### config.mk
export PLATFORM = sky130hd
export DESIGN_NAME = i2s_mic_rx
export DESIGN_NICKNAME = d
export VERILOG_FILES = /design/src/rtl/i2s_mic_rx.sv
export SDC_FILE = /design/constraint.sdc
export NUM_CORES = 1
export LEC_CHECK = 0
export CAP_MARGIN = 40
export CORE_ASPECT_RATIO = 0.6
export CORE_MARGIN = 2
export CORE_UTILIZATION = 45
export DETAILED_ROUTE_END_ITERATION = 10
export PLACE_DENSITY = 0.68
export SLEW_MARGIN = 20
export SYNTH_ARGS = -nofsm -noshare
export SYNTH_HDL_FRONTEND = slang
export SYNTH_SLANG_ARGS = --single-unit
### constraint.sdc
create_clock -name clock -period 2.6 [get_ports clock]
set_input_delay 0.52 -clock clock [delete_from_list [all_inputs] [get_ports clock]]
set_output_delay 0.52 -clock clock [all_outputs]
set_load 0.005 [all_outputs]
### src/rtl/i2s_mic_rx.sv
// I2S master receiver for a stereo pair of MEMS microphones: generates BCLK/WS and deserialises both slots.
// Optional L/R mean output is enabled by defining I2S_RX_AVG_EN; otherwise data_avg is tied to zero.
module i2s_mic_rx #(
  parameter int CLK_DIV        = 16,
  parameter int SAMPLE_BITS    = 18,
  parameter int STARTUP_FRAMES = 4096
) (
  input  logic                          clock,
  input  logic                          reset_n,
  input  logic                          i2s_sd,
  output logic                          i2s_bclk,
  output logic                          i2s_ws,
  output logic signed [SAMPLE_BITS-1:0] data_l,
  output logic signed [SAMPLE_BITS-1:0] data_r,
  output logic                          data_rdy,
  output logic signed [SAMPLE_BITS-1:0] data_avg
);

  localparam int DIV_W  = $clog2(CLK_DIV);
  localparam int FCNT_W = (STARTUP_FRAMES > 1) ? $clog2(STARTUP_FRAMES) : 1;
  localparam logic [DIV_W-1:0]  DIV_LAST  = DIV_W'(CLK_DIV - 1);
  localparam logic [FCNT_W-1:0] FCNT_LAST = FCNT_W'((STARTUP_FRAMES > 0) ? STARTUP_FRAMES - 1 : 0);
  localparam logic [4:0]        LAST_BIT  = 5'(SAMPLE_BITS);

  typedef enum logic {ST_STARTUP, ST_RUN} state_t;

  state_t                   r_state;
  state_t                   w_state_next;
  logic [FCNT_W-1:0]        r_frame_cnt;
  logic [FCNT_W-1:0]        w_frame_cnt_next;
  logic [DIV_W-1:0]         r_div_cnt;
  logic                     r_bclk;
  logic [5:0]               r_bit_cnt;
  logic [SAMPLE_BITS-1:0]   r_shift;
  logic [SAMPLE_BITS-1:0]   r_l_hold;
  logic [SAMPLE_BITS-1:0]   r_data_l;
  logic [SAMPLE_BITS-1:0]   r_data_r;
  logic                     r_data_rdy;

  logic                     w_div_tc;
  logic                     w_rise_evt;
  logic                     w_fall_evt;
  logic [4:0]               w_slot;
  logic                     w_in_window;
  logic                     w_word_end;
  logic                     w_frame_done;
  logic                     w_publish;
  logic [SAMPLE_BITS-1:0]   w_word;

  assign w_div_tc     = (r_div_cnt == DIV_LAST);
  assign w_rise_evt   = w_div_tc & ~r_bclk;
  assign w_fall_evt   = w_div_tc & r_bclk;
  assign w_slot       = r_bit_cnt[4:0];
  // Slot bit 0 is the one-BCLK I2S delay; only bits 1..SAMPLE_BITS carry sample data.
  assign w_in_window  = (w_slot != 5'd0) && (w_slot <= LAST_BIT);
  assign w_word       = {r_shift[SAMPLE_BITS-2:0], i2s_sd};
  assign w_word_end   = w_rise_evt && (w_slot == LAST_BIT);
  assign w_frame_done = w_word_end && r_bit_cnt[5];
  assign w_publish    = w_frame_done && (r_state == ST_RUN);

  always_ff @(posedge clock or negedge reset_n) begin
    if (!reset_n) begin
      r_div_cnt <= '0;
      r_bclk    <= 1'b0;
      r_bit_cnt <= '0;
    end else begin
      if (w_div_tc) begin
        r_div_cnt <= '0;
        r_bclk    <= ~r_bclk;
      end else begin
        r_div_cnt <= r_div_cnt + 1'b1;
      end
      if (w_fall_evt) begin
        r_bit_cnt <= r_bit_cnt + 6'd1;
      end
    end
  end

  always_ff @(posedge clock or negedge reset_n) begin
    if (!reset_n) begin
      r_shift  <= '0;
      r_l_hold <= '0;
    end else begin
      if (w_rise_evt && w_in_window) begin
        r_shift <= w_word;
      end
      if (w_word_end && !r_bit_cnt[5]) begin
        r_l_hold <= w_word;
      end
    end
  end

  always_ff @(posedge clock or negedge reset_n) begin
    if (!reset_n) begin
      r_state     <= ST_STARTUP;
      r_frame_cnt <= '0;
    end else begin
      r_state     <= w_state_next;
      r_frame_cnt <= w_frame_cnt_next;
    end
  end

  always_comb begin
    w_state_next     = r_state;
    w_frame_cnt_next = r_frame_cnt;
    case (r_state)
      ST_STARTUP: begin
        if (STARTUP_FRAMES == 0) begin
          w_state_next = ST_RUN;
        end else if (w_frame_done) begin
          if (r_frame_cnt == FCNT_LAST) begin
            w_state_next = ST_RUN;
          end else begin
            w_frame_cnt_next = r_frame_cnt + 1'b1;
          end
        end
      end
      ST_RUN:  w_state_next = ST_RUN;
      default: w_state_next = ST_STARTUP;
    endcase
  end

  // The right word is taken straight from the shifter so the pair lands one clock after its LSB.
  always_ff @(posedge clock or negedge reset_n) begin
    if (!reset_n) begin
      r_data_l   <= '0;
      r_data_r   <= '0;
      r_data_rdy <= 1'b0;
    end else begin
      r_data_rdy <= w_publish;
      if (w_publish) begin
        r_data_l <= r_l_hold;
        r_data_r <= w_word;
      end
    end
  end

  assign i2s_bclk = r_bclk;
  assign i2s_ws   = r_bit_cnt[5];
  assign data_l   = r_data_l;
  assign data_r   = r_data_r;
  assign data_rdy = r_data_rdy;

`ifdef I2S_RX_AVG_EN
  logic [SAMPLE_BITS:0]   w_sum;
  logic [SAMPLE_BITS-1:0] r_avg;

  // One extra bit of headroom, then dropping the LSB gives an arithmetic shift that floors.
  assign w_sum = {r_l_hold[SAMPLE_BITS-1], r_l_hold} + {w_word[SAMPLE_BITS-1], w_word};

  always_ff @(posedge clock or negedge reset_n) begin
    if (!reset_n) begin
      r_avg <= '0;
    end else if (w_publish) begin
      r_avg <= w_sum[SAMPLE_BITS:1];
    end
  end

  assign data_avg = r_avg;
`else
  assign data_avg = '0;
`endif

endmodule

==> results of run 1 <==
[layout make-up]
cell class / instances / share of cell area
Sequential cell: 96 / 0.502
Multi-Input combinational cell: 165 / 0.304
Timing Repair Buffer: 46 / 0.0991
Clock buffer: 11 / 0.0507
Tap cell: 112 / 0.0293
Clock inverter: 5 / 0.0118
Inverter: 4 / 0.00314
[state kept, by name, summed over array words and instances, names as in the netlist]
register / cells
r_bit_cnt: 6
r_shift: 17
r_div_cnt: 4
data_l: 18
r_state: 1
data_rdy: 1
r_l_hold: 18
r_frame_cnt: 12
i2s_bclk: 1
data_r: 18
[cell families after synthesis]
family          count (synthesis)  synth area share
other cells                     1          0.000938
buf+inv                        31            0.0507
xor+xnor                       17            0.0372
fa+ha+maj                       5            0.0156
simple gates                   43            0.0751
mux                            72             0.203
flops                          96             0.601
compound gates                 10            0.0166
[power by group]
group | total [mW] | switching, mW | leakage, nW | internal (mW)
combinational | 0.0442 | 0.0357 | 0.905 | 0.00849
clock | 1.30 | 0.533 | 0.145 | 0.770
sequential | 1.50 | 0.00218 | 1.32 | 1.50
total | 2.85 | 0.571 | 2.37 | 2.27
[layout by cell type, fill, tap and decap left out, types with 5 or more instances in the layout]
| cell | instances |
|---|---|
| conb_1 | 18 |
| ha_1 | 5 |
| nand2_1 | 8 |
| clkdlybuf4s50_1 | 40 |
| nand4_1 | 5 |
| nand3_1 | 9 |
| xor2_1 | 5 |
| dfrtp_1 | 96 |
| mux2_1 | 38 |
| xnor2_1 | 12 |
| clkbuf_16 | 9 |
| mux2_2 | 34 |
[through the flow]
stage           util  instances  power, mW
6_report       0.560        439       2.85
2_1_floorplan      -        292       1.55
4_1_cts        0.558        438       2.88
3_3_place_gp   0.523        422       1.57
3_5_place_dp   0.523        422       1.57
5_1_grt        0.560        439       2.95
[cells in the mapped netlist, drive strengths merged]
master,instances,area [sq um]
a31oi,1,6.26
and3,1,6.26
nand4,6,52.6
o211a,1,10.0
o21bai,1,7.51
clkbuf,1,3.75
nand4bb,1,11.3
a21oi,2,10.0
ha,5,62.6
inv,4,15.0
nor2,2,7.51
dfrtp,96,2400
xnor2,12,105
conb,1,3.75
nor3,2,21.3
nor4b,2,23.8
o21ai,4,23.8
nor4,2,12.5
xor2,5,43.8
and4,3,26.3
a311oi,1,8.76
nand2,8,30.0
nand4b,3,26.3
nand3,9,45.0
and4bb,1,12.5
and4b,1,10.0
buf,26,184
mux2,72,811
or4,2,15.0
[worst min path at each step]
stage | slack [ps] | from | depth (start not counted) | endpoint
after detailed placement | 410 | reset_n | 1 | r_bit_cnt[2]
after CTS | 50 | reset_n | 1 | r_state
after global routing | 60 | reset_n | 1 | r_state
final | 50 | reset_n | 1 | r_state
after floorplan | 220 | reset_n | 0 | data_l[0]
after global placement | 410 | reset_n | 1 | r_bit_cnt[2]
[metal layers]
layer / vias to the layer above / share of wire / track usage
li1: 1040 / - / -
met1: 1152 / 0.52 / 0.220
met2: 47 / 0.43 / 0.215
met3: 7 / 0.035 / 0.0384
met4: 0 / 0.013 / 0.0533
met5: - / 0 / 0
==> results by group, run 1 <==
STA
  – Min Clock Period, post-route: 2070 ps
  – Worst Skew: 4.84 ps
  – Slew Viols, Final: 0
  – RSZ-0062 raised after global routing: no
  – Worst hold slack: 54.5 ps
  – Slew @ Worst Pin: 558 ps
  – Max Fclk: 0.483 GHz
  – Period utilization: 0.796
  – Max_slew headroom: 0.625
  – # setup viols final: 0
  – Fin worst setup slack: 530 ps
  – Post-route setup TNS: 0 ps
  – Fin. Hold Viols: 0

Final layout
  – Multi-input gate area: 0.00146 sq mm
  – Register area: 0.00240 sq mm
  – Area grow syn2layout: 19.7%
  – NumNets Final: 330
  – Fillers: 706
  – Layout cells sized above 1: 0.183
  – Final instance area: 0.00479 sq mm
  – Ant. Diodes: 0

Die
  – Rows: 26
  – Ports: 60
  – Initial Utilization: 0.467
  – Die area: 0.00968 sq mm
  – Die height: 77.0 um
  – Die W: 126 um
  – Core area: 0.00856 sq mm

Yosys
  – Mean Syn Cell Area: 14.5 sq um
  – Yosys reg bits: 96
  – Mapped Area: 0.00400 sq mm
  – Yosys Warn Count: 0
  – Mapped Cells: 275
  – Register area share after synthesis: 0.601
  – Distinct cells, synth: 36

Place
  – Post-DP HPWL: 4400 um
  – RD Place Congestion: 0.792
  – IO Port Bufs: 41
  – Post-DP Area: 0.00448 sq mm
  – Dpl ws: 433 ps

Clock network
  – CTS root buf: clkbuf_16
  – CTS Sinks: 96
  – Max clock buf depth: 2
  – Worst-Skew Late Latency: 330 ps
  – Cts hold-fix bufs: 0
  – Number of buffers created by CTS: 9
  – Clock Pin Slew Worst Setup and Hold Paths: 60 ps
  – TritonCTS clock tree: done
  – Setup bufs post-CTS: 0
  – CTS HTree Levels: 3
  – # resized after CTS: 0

Global route
  – Largest net degree at the start of global routing: 80
  – Initial antenna violation count: 0
  – Global-route wire length before repair: 11400 um
  – Vias in the first global route: 2167
  – Total gr overflow: 0
  – GRT Overall Usage: 0.149

Critical path
  – R2r startpoint: r_div_cnt[0]
  – CP Capture Type: register
  – Slack of the worst reg-to-reg path: 530 ps
  – Worst path cell trace: ha_1, nand4b_1, nor4_1, nand3_1, xnor2_1
  – Worst setup SP type: register
  – WP data required: 2820 ps
  – Critical-path maximum fanout: 7
  – R2r worst-path depth: 5
  – Crit. Startpoint: r_div_cnt[0]
  – Crit path largest cell delay: 610 ps
  – Worst r2r dst: r_frame_cnt[7]
  – Worst Setup Path Type: register to register
  – Stages on worst setup path: 5
  – CP max stage cell: nor4_1
  – Crit path buf inv count: 0
  – Setup crit end: r_frame_cnt[7]
  – Kind of cell adding the most delay to the critical path: simple AND/OR/NAND/NOR gates
  – CP arrival: 2290 ps

Routing
  – Final wirelength: 6640 um
  – Vias: 2246
  – DRC: 0
  – Post-route ant nets: 0
  – Routed wire per std cell: 15.1 um
  – Detailed Routing Iterations Pass 1: 4
  – Iteration-0 DRC Markers: 108
  – Via density per instance: 5.12

Hold path
  – Hold Crit Class: primary input to asynchronous set/reset pin

Status
  – Status: complete, no violations

Flow run
  – Maxcap violations: 0

Power
  – Leak: 2.37 nW
  – P per Cell Area: 594 mW/mm^2
  – Worst VDD drop: 0.391 mV
No activity file was read; power rests on OpenSTA's default activity.
==> run 2, diff against run 1 <==
- PLACE_DENSITY: 0.68 -> 0.71
- clock period: 2.6 -> 1.8 ns (I/O delays scaled with it)
==> run 2 against run 1 <==
Effect of this change: the flow now finishes with violations (negative setup slack); total power increased by 60%; non-clock buffer count increased by 26; critical path depth increased by 1; routed wire length increased by 12%; first-iteration DRC count increased by 31%; flip-flop and latch count unchanged; hold slack improved by 420 ps; sequential power increased by 44%; via count increased by 4.4%; largest cell class unchanged; highest routed layer unchanged.
==> results by group, run 2 (synthesis gave the netlist of run 1 again) <==
Critical path
  – R2r startpoint: r_bit_cnt[0] (was r_div_cnt[0])
  – Worst path cell trace: inv_2, ha_4, and4bb_2, nand4b_1, nor2_2, mux2_4 (was ha_1, nand4b_1, nor4_1, nand3_1, xnor2_1)
  – Kind of cell adding the most delay to the critical path: simple AND/OR/NAND/NOR gates (unchanged)
  – Crit. Startpoint: r_bit_cnt[0] (was r_div_cnt[0])
  – Crit path buf inv count: 1 (was 0)
  – Critical-path maximum fanout: 3 (was 7)
  – Worst Setup Path Type: register to register (unchanged)
  – CP max stage cell: dfrtp_1 (was nor4_1)
  – CP Capture Type: register (unchanged)
  – CP arrival: 2060 ps (was 2290 ps)
  – WP data required: 2030 ps (was 2820 ps)
  – Worst setup SP type: register (unchanged)
  – Crit path largest cell delay: 400 ps (was 610 ps)

Die
  – Die W: 126 um (unchanged)
  – Rows: 26 (unchanged)
  – Initial Utilization: 0.467 (unchanged)
  – Die area: 0.00968 sq mm (unchanged)
  – Ports: 60 (unchanged)
  – Die height: 77.0 um (unchanged)
  – Core area: 0.00856 sq mm (unchanged)

Global route
  – GRT Overall Usage: 0.166 (was 0.149)
  – Global-route wire length before repair: 12500 um (was 11400 um)
  – Largest net degree at the start of global routing: 48 (was 80)
  – Total gr overflow: 0 (unchanged)
  – GR Util met3: 0.0495 (was 0.0384)
  – GRT met1 Usage: 0.236 (was 0.220)
  – Initial antenna violation count: 0 (unchanged)
  – Grt met2 use: 0.237 (was 0.215)
  – Vias in the first global route: 2411 (was 2167)
  – GRT busiest layer: met2 (was met1)

Routing
  – Via density per instance: 5.04 (was 5.12)
  – Detailed Routing Iterations Pass 1: 5 (was 4)
  – DRC: 0 (unchanged)
  – Iteration-0 DRC Markers: 142 (was 108)
  – Vias: 2344 (was 2246)
  – Post-route ant nets: 0 (unchanged)
  – Final wirelength: 7430 um (was 6640 um)
  – Routed wire per std cell: 16.0 um (was 15.1 um)

Power
  – Net switching power: 874 uW (was 571 uW)
  – Sequential Power Share: 0.475 (was 0.526)
  – Worst VDD drop: 0.574 mV (was 0.391 mV)
  – P per Cell Area: 878 mW/mm^2 (was 594 mW/mm^2)
  – Internal power: 3.68 mW (was 2.27 mW)
  – Clock power frac: 0.509 (was 0.458)
  – Switching share of power: 0.192 (was 0.201)
  – Leak: 2.54 nW (was 2.37 nW)
  – Combinational power share: 0.015 (was 0.016)

Status
  – Status: finished with violations (was complete, no violations)
  – Failing checks: negative setup slack

STA
  – Fin worst setup slack: -33.1 ps (was 530 ps)
  – Worst hold slack: 479 ps (was 54.5 ps)
  – # setup viols final: 1 (was 0)
  – Slew Viols, Final: 0 (unchanged)
  – Fin. Hold Viols: 0 (unchanged)
  – Post-route setup TNS: -33.1 ps (was 0 ps)
  – Worst Skew: 5.90 ps (was 4.84 ps)
  – Min Clock Period, post-route: 1830 ps (was 2070 ps)
  – RSZ-0062 raised after global routing: yes (was no)
  – Period utilization: 1.02 (was 0.796)
  – Max Fclk: 0.546 GHz (was 0.483 GHz)

Final layout
  – Final instance area: 0.00519 sq mm (was 0.00479 sq mm)
  – Commonest non-fill, non-tap cell in the layout: dfrtp_1 (unchanged)
  – Multi-input gate area: 0.00155 sq mm (was 0.00146 sq mm)
  – Fillers: 635 (was 706)
  – Layout cells sized above 1: 0.286 (was 0.183)
  – Area grow syn2layout: 29.7% (was 19.7%)
  – Most frequent cells in the layout: dfrtp_1, clkdlybuf4s50_1, mux2_1 (unchanged)
  – Non-filler cells, final: 465 (was 439)
  – Fin util: 0.606 (was 0.560)
  – NumNets Final: 356 (was 330)
  – Ant. Diodes: 0 (unchanged)
  – Register area: 0.00240 sq mm (about the same)

Place
  – Post-DP Area: 0.00467 sq mm (was 0.00448 sq mm)
  – RD Place Congestion: 0.873 (was 0.792)
  – IO Port Bufs: 41 (unchanged)
  – Post-DP HPWL: 4990 um (was 4400 um)
  – Cells after DPL: 443 (was 422)

Clock network
  – Worst-Skew Late Latency: 350 ps (was 330 ps)
  – Number of buffers created by CTS: 9 (unchanged)
  – CTS HTree Levels: 3 (unchanged)
  – Clock Pin Slew Worst Setup and Hold Paths: 60 ps (about the same)
  – TritonCTS clock tree: done (unchanged)
  – CTS Sinks: 96 (unchanged)
  – Max clock buf depth: 2 (unchanged)
  – CTS root buf: clkbuf_16 (unchanged)

Hold path
  – Hold Crit Class: register to register (was primary input to asynchronous set/reset pin)
  – HP Start: r_l_hold[14]

Flow run
  – Maxcap violations: 0 (unchanged)
-- run 2: power groups by stage --
stage,Clock (mW),Sequential [mW],Combinational (mW)
after global routing,2.45,2.16,0.0833
after global placement,0,2.20,0.0702
after detailed placement,0,2.21,0.0710
final,2.32,2.16,0.0699
after CTS,2.36,2.16,0.0730
after floorplan,0,2.20,0.0396
-- run 2: worst paths after layout --
kind | to | slack (ps) | depth (start not counted)
worst min register to register | r_l_hold[14] | 480 | 1
worst max-delay path | r_frame_cnt[1] | -30 | 6
worst min-delay path | r_l_hold[14] | 480 | 1
worst max register to register | r_frame_cnt[1] | -30 | 6
max in group asynchronous | data_l[14] | 710 | 3
min in group asynchronous | r_div_cnt[0] | 510 | 2
-- run 2: metal layers --
layer	vias to the layer above	part of all wire
met3	9	0.045
li1	1092	-
met2	63	0.45
met1	1180	0.49
met5	-	0
met4	0	0.017
-- run 2: repair_timing --
action | CTS | global route
pin swaps | 2 | 5
resized for setup | 7 | 8
endpoints found under the setup margin | 45 | 49
endpoints found under the hold margin | 30 | 0
setup buffers | 3 | 2
hold buffers | 1 | 0
-- run 2: area by class of cell --
type / count / share of cell area
Timing Repair Buffer: 72 / 0.137
Tap cell: 112 / 0.0270
Inverter: 4 / 0.00290
Sequential cell: 96 / 0.463
Clock inverter: 7 / 0.0275
Clock buffer: 9 / 0.0434
Multi-Input combinational cell: 165 / 0.299
-- run 2: through the flow --
stage	setup WS, ps	total power [mW]
after global routing	-95.3	4.70
final	-33.1	4.55
after global placement	-69.3	2.28
after floorplan	-37.7	2.24
after detailed placement	-116	2.28
after CTS	-4.67	4.60
-- run 2: worst reg2reg max path: stages, from the launching register on --
cell and delay, ps:
dfrtp_1 400, inv_2 90, ha_4 150, and4bb_2 290
nand4b_1 230, nor2_2 250, mux2_4 320
==> edit 1: new RTL, settings of run 2 <==
The option `I2S_RX_AVG_EN` is turned on by a define.
--- a/src/rtl/i2s_mic_rx.sv
+++ b/src/rtl/i2s_mic_rx.sv
@@ -1,4 +1,6 @@
 // I2S master receiver for a stereo pair of MEMS microphones: generates BCLK/WS and deserialises both slots.
 // Optional L/R mean output is enabled by defining I2S_RX_AVG_EN; otherwise data_avg is tied to zero.
+`define I2S_RX_AVG_EN
+
 module i2s_mic_rx #(
   parameter int CLK_DIV        = 16,
Function: no difference found for any inputs over 10 cycles, from zero or initial values and one cycle with reset_n low; that may be too few to reach the edited logic, so the function may still have changed.
==> edit 1 against run 2 <==
The run still ends with setup timing left. Via count is 99% higher. Final cell count grew 86%. Clock skew up 2.0 ps. Non-clock buffer count is 110 higher. Power grew 38%. Wire length grew 120%. First-iteration DRC count is 110% higher. Critical path depth is 5 higher. Global-route usage is 8.5 points higher. Design area is 63% higher. Synthesized area rose by 32%. Utilization rose by 14 points. Setup slack worse by 200 ps. Sequential cell count up 18. Critical endpoint is now data_r[4]. Largest cell class is now multi-input gates.
==> edit 1: results (changes against run 2) <==
Final setup viols: 99 (+98)
largest net degree at the start of global routing: 46 (-4.2%)
Vias/cell: 5.40 (+7.2%)
Worst setup endpoint: data_r[4]
compound-gate portion of the synthesized area: 0.0821 (+0.0655)
Layout non-clock buf frac: 0.218 (+0.0812)
violated checks: setup timing
fraction of layout cells with a size suffix above 1: 0.426 (+0.140)
drt initial violations: 303 (+110%)
invs w/o clock: 13 (+9)
worst hold slack: 420 ps (-58.7 ps)
H-tree level count: 4 (+1)
WP data arrival: 2330 ps (+270 ps)
M1 GR Usage: 0.335 (+0.0995)
worst setup margin: -230 ps (-197 ps)
post-synth cell types: 45 (+25%)
DP Wirelength: 9.15 mm (+84%)
status: finished, violations left
multi-input gate area in the final layout: 2880 µm² (+86%)
Signal buffers: 182 (+150%)
most frequent cells after synthesis: 143 x nand2_1, 114 x dfrtp_1, 34 x mux2_2
Area contributors post-synth: dfrtp_1 54%, nand2_1 10%, mux2_2 7.3%
sequential area share after synthesis: 0.541 (-0.0599)
clock share of power: 0.577 (+0.068)
Layout clock buffers: 22 (+13)
## edit 1: changes by cell type in the layout (fill, tap and decap cells not counted), sizes merged, moves of 19 or more
cell | run 2 | this run
buf | 31 | 117
a21oi | 2 | 21
mux2 | 72 | 34
nand2 | 8 | 143
o21ai | 4 | 34
## edit 1: per-layer routing
layer | routed length, µm | share of wire | vias to the layer above
li1 | - | - | 2096
met1 | 7180 | 0.44 | 2365
met2 | 7760 | 0.47 | 160
met3 | 1000 | 0.061 | 47
met4 | 428 | 0.026 | 0
met5 | 0 | 0 | -
## edit 1: critical path, stage by stage (launching register included)
cell	delay (ps)
dfrtp_1	380
inv_2	80
ha_4	130
and4bb_2	260
nor3b_4	230
buf_4	140
buf_6	100
nand2_8	120
buf_12	200
buf_12	140
nand2_4	70
nand2_2	40
==> edit 2: new RTL, flow settings as in run 2 <==
Without the edit above. Change the parameter `STARTUP_FRAMES` from 4096 to 8192.
--- a/src/rtl/i2s_mic_rx.sv
+++ b/src/rtl/i2s_mic_rx.sv
@@ -4,5 +4,5 @@
   parameter int CLK_DIV        = 16,
   parameter int SAMPLE_BITS    = 18,
-  parameter int STARTUP_FRAMES = 4096
+  parameter int STARTUP_FRAMES = 8192
 ) (
   input  logic                          clock,
Function: no difference found for any inputs over 10 cycles, from zero or initial values and one cycle with reset_n low; that may be too few to reach the edited logic, so the function may still have changed.
==> edit 2 against run 2 <==
Final cell count rose by 5.2%. The run still ends with setup timing left. Via count up 5.0%. Critical endpoint is now r_l_hold[14]. First-iteration DRC count increased by 18%. Setup slack lost 160 ps. Synthesized cell count decreased by 0.36%. Design area is 6.3% higher. Synthesized area up 0.50%. Power is 11% lower. Wire length is 14% higher. Highest routed layer unchanged. Sequential cell count increased by 1. Die area is 0.48% higher. Global-route usage grew 1.9 points. Critical path depth up 1.
==> edit 2: results (changes against run 2) <==
fraction of area in multi-input gates: 0.289 (-0.00999)
WP data arrival: 2240 ps (+180 ps)
met1 WL: 4.10 mm (+12%)
fraction of layout cells with a size suffix above 1: 0.424 (+0.138)
crit path from: r_div_cnt[1]
worst setup margin: -196 ps (-163 ps)
Signal buffers: 96 (+33%)
peak fanout along the critical path: 9 (+6)
post-synth cell types: 31 (-14%)
first-pass GRT wire length: 13.9 mm (+11%)
Sw Pwr: 0.000914 W (+4.6%)
DRT Pass-1 Iters: 4 (-1)
violated checks: setup timing
clk cell area share: 0.0508 (-0.0201)
Vias/cell: 5.03 (-0.16%)
GPL Wtd Cong: 0.752 (-14%)
Syn Inst Count: 274 (-0.36%)
invs w/o clock: 6 (+2)
placed insts: 455 (+2.7%)
via count of the routed design: 2,461 (+5.0%)
M2 GR Usage: 0.272 (+0.0353)
hold crit path type: in -> async
status: finished, violations left
combinational share of power: 0.017 (+0.002)
per-cell routed wire length: 17.3 µm (+8.4%)
Total Power: 0.00407 W (-11%)
Final setup viols: 58 (+57)
Seq/total area: 0.440 (-0.0231)
sequential cells: 97 (+1.0%)
post-route setup TNS: -6080 ps (-6050 ps)
clk pwr: 0.00181 W (-22%)
Total Routing Usage GR: 0.185 (+0.0188)
Multi-Input Combinational: 162 (-1.8%)
most frequent cells after synthesis: 97 x dfrtp_1, 62 x mux2_2, 19 x buf_4
Global Route met3 Usage: 0.0684 (+0.0188)
largest net degree at the start of global routing: 43 (-10%)
Fillers: 629 (-0.94%)
Reg-to-Reg End: r_l_hold[14]
Lkg Pwr: 2.73 nW (+7.6%)
Layout non-clock buf frac: 0.190 (+0.0532)
[edit 2: cell count changes in the layout (fill, tap and decap cells not counted), moves of 3 or more]
cell,delta
nor2_1,+5
nand4b_1,-3
buf_6,+6
mux2_4,+29
mux2_2,+8
buf_4,+10
bufinv_16,-4
clkbuf_16,+3
mux2_1,-37
clkinvlp_4,+3
and4_1,-3
buf_16,+4
[edit 2: per-stage QoR]
stage                     hold WS (ps)  worst slack, ps
final                              470             -196
after global routing               485             -249
after CTS                          480             -185
after detailed placement           306             -312
after global placement             307             -490
after floorplan                   64.4             -197
[edit 2: timing repair]
action	4_1_cts	5_1_grt
endpoints found under the setup margin	75	83
buffers inserted	9	3
pin swaps	6	5
gates resized for setup	34	12
gates cloned	7	3
endpoints found under the hold margin	25	0
hold buffers	1	0
[edit 2: worst max-delay path, cell delays in order, from the launching register on]
cell      delay (ps)
dfrtp_1          360
ha_2             190
and3_4           200
nand4b_4         110
buf_6            140
or3b_4           420
buf_12           170
mux2_4           300
